==> src/rtl/mem_arbiter.sv <==
// Shared memory bus sequencer between the processor and the DMA controller.
// A registered owner FSM inserts a dead cycle at every handoff and paces DMA bursts.
module mem_arbiter #(
  parameter int MAX_BURST   = 16,
  parameter int MIN_PROC    = 4,
  parameter int VBLANK_ONLY = 1
) (
  input  logic        clk,
  input  logic        rst,
  input  logic [15:0] proc_memaddr,
  input  logic        proc_memwrite,
  input  logic [15:0] proc_writedata,
  output logic        proc_en,
  input  logic        dma_req,
  input  logic        dma_last,
  input  logic [15:0] dma_memaddr,
  input  logic        dma_memwrite,
  input  logic [15:0] dma_writedata,
  output logic        dma_gnt,
  input  logic        vbright,
  output logic [15:0] memaddr,
  output logic        memwrite,
  output logic [15:0] writedata,
  output logic [7:0]  burst_cnt
);

  typedef enum logic [1:0] {
    PROC    = 2'd0,
    TO_DMA  = 2'd1,
    DMA     = 2'd2,
    TO_PROC = 2'd3
  } state_t;

  localparam logic [7:0] MAX_BURST_C = 8'(MAX_BURST);
  localparam logic [7:0] MIN_PROC_C  = 8'(MIN_PROC);
  localparam logic       VBLANK_C    = 1'(VBLANK_ONLY);

  state_t     state_r;
  state_t     next_state_s;
  logic [7:0] proc_cnt_r;
  logic [7:0] burst_cnt_r;
  logic       proc_en_r;
  logic       dma_gnt_r;
  logic       blank_ok_s;
  logic       eligible_s;
  logic       dma_end_s;
  logic [7:0] burst_inc_s;

  assign proc_en   = proc_en_r;
  assign dma_gnt   = dma_gnt_r;
  assign burst_cnt = burst_cnt_r;

  // Grant and release conditions; a write in the terminating cycle still completes.
  always_comb begin
    blank_ok_s  = ~VBLANK_C | ~vbright;
    eligible_s  = dma_req & (proc_cnt_r >= MIN_PROC_C) & blank_ok_s;
    burst_inc_s = burst_cnt_r + 8'd1;
    dma_end_s   = (dma_memwrite & (burst_inc_s == MAX_BURST_C))
                | (dma_memwrite & dma_last)
                | ~dma_req
                | ~blank_ok_s;
  end

  // Next-state decode; dead cycles always advance unconditionally.
  always_comb begin
    next_state_s = state_r;
    case (state_r)
      PROC: begin
        if (eligible_s) begin
          next_state_s = TO_DMA;
        end else begin
          next_state_s = PROC;
        end
      end
      TO_DMA: next_state_s = DMA;
      DMA: begin
        if (dma_end_s) begin
          next_state_s = TO_PROC;
        end else begin
          next_state_s = DMA;
        end
      end
      TO_PROC: next_state_s = PROC;
      default: next_state_s = PROC;
    endcase
  end

  // Owner state, registered enables and the run/burst counters.
  always_ff @(posedge clk) begin
    if (rst) begin
      state_r     <= PROC;
      proc_en_r   <= 1'b1;
      dma_gnt_r   <= 1'b0;
      burst_cnt_r <= 8'd0;
      proc_cnt_r  <= MIN_PROC_C;
    end else begin
      state_r   <= next_state_s;
      proc_en_r <= (next_state_s == PROC);
      dma_gnt_r <= (next_state_s == DMA);
      case (state_r)
        PROC: begin
          if (proc_cnt_r != 8'hFF) begin
            proc_cnt_r <= proc_cnt_r + 8'd1;
          end
        end
        TO_DMA: burst_cnt_r <= 8'd0;
        DMA: begin
          if (dma_memwrite) begin
            burst_cnt_r <= burst_inc_s;
          end
        end
        TO_PROC: proc_cnt_r <= 8'd0;
        default: begin
          proc_cnt_r  <= proc_cnt_r;
          burst_cnt_r <= burst_cnt_r;
        end
      endcase
    end
  end

  // Bus mux; writes are suppressed in both dead cycles.
  always_comb begin
    memaddr   = proc_memaddr;
    writedata = proc_writedata;
    memwrite  = 1'b0;
    case (state_r)
      PROC: memwrite = proc_memwrite;
      DMA: begin
        memaddr   = dma_memaddr;
        writedata = dma_writedata;
        memwrite  = dma_memwrite;
      end
      default: memwrite = 1'b0;
    endcase
  end

endmodule
==> config.mk <==
export PLATFORM = sky130hd
export DESIGN_NAME = mem_arbiter
export DESIGN_NICKNAME = d
export VERILOG_FILES = /design/src/rtl/mem_arbiter.sv
export SDC_FILE = /design/constraint.sdc
export NUM_CORES = 1
export LEC_CHECK = 0
export ABC_AREA = 1
export CORE_MARGIN = 8
export CORE_UTILIZATION = 25
export CTS_BUF_LIST = sky130_fd_sc_hd__clkbuf_16
export DETAILED_ROUTE_END_ITERATION = 7
export SLEW_MARGIN = 0
export SYNTH_ARGS = -nofsm -noshare
export SYNTH_HDL_FRONTEND = slang
export SYNTH_SLANG_ARGS = --single-unit
==> constraint.sdc <==
create_clock -name clk -period 4 [get_ports clk]
set_clock_uncertainty 0.05 [all_clocks]
set_input_delay 0.4 -clock clk [delete_from_list [all_inputs] [get_ports clk]]
set_output_delay 0.4 -clock clk [all_outputs]
set_load 0.03 [all_outputs]
# Yosys cells after proc, flatten, opt, wreduce, memory -nomap -nowiden
# Cells that the tools add are included.
dict set report totals {
  reg_bits 20
  in_bits 71
  word_cells 41
}
dict set report classes {
  order_cmp 1
  n_bitwise 9
  n_mux 10
  n_reduce_logical 6
  add_sub_neg 2
  n_eq_ne 8
}
# cell count
set ops {}
lappend ops {{$mux W16} 2}
lappend ops {{$pmux W8 S2} 2}
lappend ops {{$add A8 B1 Y8 const B} 2}
lappend ops {{$mux W8} 2}
lappend ops {{$eq A8 B5 Y1 const B} 1}
lappend ops {{$ge A8 B3 Y1 const B} 1}
lappend ops {{$ne A8 B8 Y1 const B} 1}
lappend ops {{$pmux W2 S4} 1}
lappend ops {{$eq A2 B2 Y1 const B} 3}
lappend ops {{$and A1 B1 Y1} 4}
lappend ops {{$logic_not A2 Y1} 2}
lappend ops {{$ne A2 B2 Y1 const B} 2}
lappend ops {{$reduce_and A2 Y1} 2}
lappend ops {{$reduce_bool A2 Y1} 2}
lappend ops {{$or A1 B1 Y1} 3}
lappend ops {{$eq A2 B1 Y1 const B} 1}
lappend ops {{$mux W1} 2}
lappend ops {{$not A1 Y1} 2}
lappend ops {{$pmux W1 S2} 1}

# Longest topological paths before layout
dict set report depth {
  word_depth 9
  depth_mapped 11
}

# Least setup slack after synthesis
# Ideal clock, no wire load.
dict set report synth_timing {
  kind {reg-to-output}
  from {register state_r[0]}
  to {output memaddr[0]}
  n_path_buf 2
  path_stages_with_launch 8
  t_required_ns 3.550
  t_arrival_ns 1.384
  setup_slack_ns 2.166
  path_cell_list {dfxtp_1 > inv_1 > ha_1 > buf_2 > clkinv_1 > clkbuf_1 > nand2_1 > nand2_1}
}
dict set report synth_between {
  elab_chain_cells 2
}
# item line_no
set synth_rtl {}
lappend synth_rtl {{start: declaration} 38} ;# state_t state_r;
lappend synth_rtl {{start signal: assignment} 97} ;# state_r <= next_state_s;
lappend synth_rtl {{$eq A2 B2 Y1} 126} ;# case (state_r)
lappend synth_rtl {{$mux W16} 126}
lappend synth_rtl {{end: declaration} 21} ;# output logic [15:0] memaddr,
# Every way passes these cells.

# Worst setup path after layout
dict set report layout_timing {
  from {register state_r[0]}
  to {output memaddr[12]}
}
# Same word-level chain as after synthesis.

==> impl_metrics.ini <==
[outcome]
run_status = finished clean

[routing]
remaining_drc_errors = 0
first_iter_violations = 48
viasPerCell = 4.40
drtAntennaViolNets = 0
wl_per_cell_um = 12.7
drt_wl_total_um = 5730
vias = 1986
drt_pre_antenna_iters = 4

[logic_synthesis]
ys.flop_type = dfxtp_1
avgSynthCellArea_um2 = 5.66
yosys.cell_types.count = 26
yosysSeqAreaShare_pct = 26.7
mappedNetlistNets = 344
ys_warn_count = 0
synth_enable_flop_cells = 0
syn_inst = 265
async_flop_share_pct = 0
syn_area_mm2 = 0.00150
synth-seq-cells = 20

[clocking]
cts_buffers = 3
cts_tree = done
cts_setup_buffers = 0
clockRootBuffer = clkbuf_16
path_clk_slew_ns = 0.06
hold_buffers = 0
cts_buffer_depth = 2
worstSkewPairLatency_ns = 0.25
cts_sinks = 20
h-tree-depth = 1
cts_resized = 0

[placed_design]
dpl-instance-area_mm2 = 0.00271
io_buffers = 113
dp_hpwl_um = 4790
gp_congestion = 0.799

[global_route]
grt_usage_pct = 13.0
gr-total-overflow = 0
grt_max_degree = 34
grt_pass1_wl_um = 9340
grt_pass1_vias = 2052
antenna_found_initial = 0

[sta]
slew_headroom_pct = 58.8
worst_pin_slew_ns = 0.614
report.final.hold_viol_count = 0
fmax_mhz = 346
tns_ns = 0
grt_setup_unrepaired = false
fin_crit_ns = 2.89
maxSlewViolCount = 0
setup_viol = 0
fin_crit_sh_pct = 72.3

[pwr]
switching_power_uw = 251
clock_power_share_pct = 28.1
p_leak_uw = 0.00122
internal_power_uw = 495
seqPwrFrac_pct = 29.0
vdd_ir_drop_max_uv = 124
powerDensity_mw_per_mm2 = 267
p_total_uw = 746
switching_share_pct = 33.6
combPwrFrac_pct = 42.9

[die]
pin_count = 114
dieWidth_um = 93.5
start_util_pct = 25.6
die_area_mm2 = 0.00874
coreArea_mm2 = 0.00585
rows = 28
die_y_um = 93.5

[critical_path]
required_ns = 3.55
r2r-end = burst_cnt[1]$_SDFFE_PP0P_
reg2reg_setup_slack_ns = 1.95
cp_top_family = buffers and inverters
startpoint_type = flip-flop
cp-end-kind = output port
worstPathMaxFanout = 23
cp_common_cell = nand2_1
setup.worst_path.class = reg -> out
r2r_cells = 8
cpMaxStageDelayCell = clkdlybuf4s50_1
crit_path_cell_trace = inv_1 -> ha_1 -> clkinv_1 -> buf_4 -> nand2_1 -> nand2_1 -> clkdlybuf4s50_1
cp_slowest_stage_delay_ns = 0.59
cp.buffers_inverters = 4
arrival_ns = 2.44
crit-reg2reg-launch = state_r[0]$_SDFF_PP0_

[final_layout]
final_cell_area_mm2 = 0.00279
drive_gt1_share_pct = 3.99
area_growth_pct = 85.8
fill_cells = 582
diodes = 0
nNetsFinal = 456

[worst_hold_path]
hold_end = burst_cnt[6]$_SDFFE_PP0P_
whs_path_depth = 2
hold_class = reg -> reg
hold_start = burst_cnt[6]$_SDFFE_PP0P_

[job]
maxCapViolCount = 0
[metal layers]
metal | share of wire, % | wire length [um] | GRT usage, % | vias up
met1 | 38 | 2190 | 13.6 | 847
met4 | 1.3 | 72 | 3.76 | 0
met3 | 15 | 864 | 8.17 | 4
met2 | 45 | 2600 | 20.9 | 83
li1 | - | - | - | 1052
met5 | 0 | 0 | 0 | -
[power groups by stage]
stage,combinational (uW),sequential (uW),clock (uW)
floorplan,158,224,0
global placement,324,220,0
detailed placement,323,220,0
CTS,325,216,213
global route,348,218,222
finish,320,216,210
[synthesized netlist by cell type (2+ instances only)]
master	number	share of area [%]
dfxtp_1	20	27
nand2_1	136	34
ha_1	8	6.7
nor2_1	16	4.0
clkbuf_1	7	1.8
a21oi_2	2	1.2
o21bai_1	2	1.0
clkinv_1	2	0.50
a21oi_1	11	3.7
nand3_1	14	4.7
nand2_2	3	1.3
nand4_1	5	2.1
nor2_2	2	0.83
inv_1	21	5.3
o21ai_0	5	1.7
[sequential cells by signal, summed over array words and instances, names as in the netlist]
name        cells
dma_gnt         1
state_r         2
burst_cnt       8
proc_cnt_r      8
proc_en         1
[placed cells by master, fill, tap and decap left out, drive strengths merged]
cell	Yosys	layout
nand2	139	139
clkdlybuf4s50	0	113
inv	22	22
dfxtp	20	20
nor2	18	18
nand3	14	14
a21oi	13	13
ha	8	8
o21ai	6	6
nand4	5	5
clkinv	2	3
clkbuf	7	3
o21bai	2	2
buf	1	2
or2	1	1
nor3	1	1
xnor2	1	1
a31o	1	1
a211oi	1	1
nor4	1	1
xor2	1	1
a31oi	1	1
[worst register-to-register path, delay by kind of cell (launching register included)]
family                   cells  cell delay [ns]
AND/OR/NAND/NOR              2             0.23
AO/OA/AOI/OAI                2             0.55
buffers and inverters        3             0.57
adder cells (fa/ha/maj)      1             0.21
flip-flops                   1             0.36
[layout make-up]
cell class,count,area (um^2),share of cell area (%)
repair buffers,115,1150,41.1
clock inverters,1,3.75,0.135
multi-input cells,213,978,35.1
flip-flops and latches,20,400,14.4
clock buffers,3,75.1,2.69
inverters,24,90.1,3.23
well taps,75,93.8,3.37
[per-stage QoR]
step	hold WS (ns)	instances	setup slack [ns]	util (%)
2_1_floorplan	0.429	265	2.17	-
3_3_place_gp	0.443	447	1.38	46.3
6_report	0.462	451	1.11	47.6
5_1_grt	0.485	451	0.860	47.6
4_1_cts	0.465	451	1.03	47.6
3_5_place_dp	0.455	447	1.30	46.3
[cells by family (layout without fill, tap and decap cells)]
kind of cell,count (synthesis),in the layout,synth area share [%]
AOI/OAI and AO/OA,24,24,9.34
xor gates and xnor gates,2,2,1.17
adders and majority gates,8,8,6.67
buffers and inverters,32,143,8.09
DFF,20,20,26.7
and+or+nand+nor,179,179,48.0
[worst max path at each step]
stage / from / end / slack, ns / depth (start not counted)
floorplan: state_r[0]$_SDFF_PP0_ / memaddr[0] / 2.17 / 7
global placement: state_r[0]$_SDFF_PP0_ / memaddr[15] / 1.38 / 7
detailed placement: state_r[0]$_SDFF_PP0_ / writedata[3] / 1.30 / 7
CTS: state_r[0]$_SDFF_PP0_ / writedata[3] / 1.03 / 7
global route: state_r[0]$_SDFF_PP0_ / writedata[2] / 0.86 / 7
finish: state_r[0]$_SDFF_PP0_ / memaddr[12] / 1.11 / 7
Note: power is estimated with default switching activity, not from simulation.
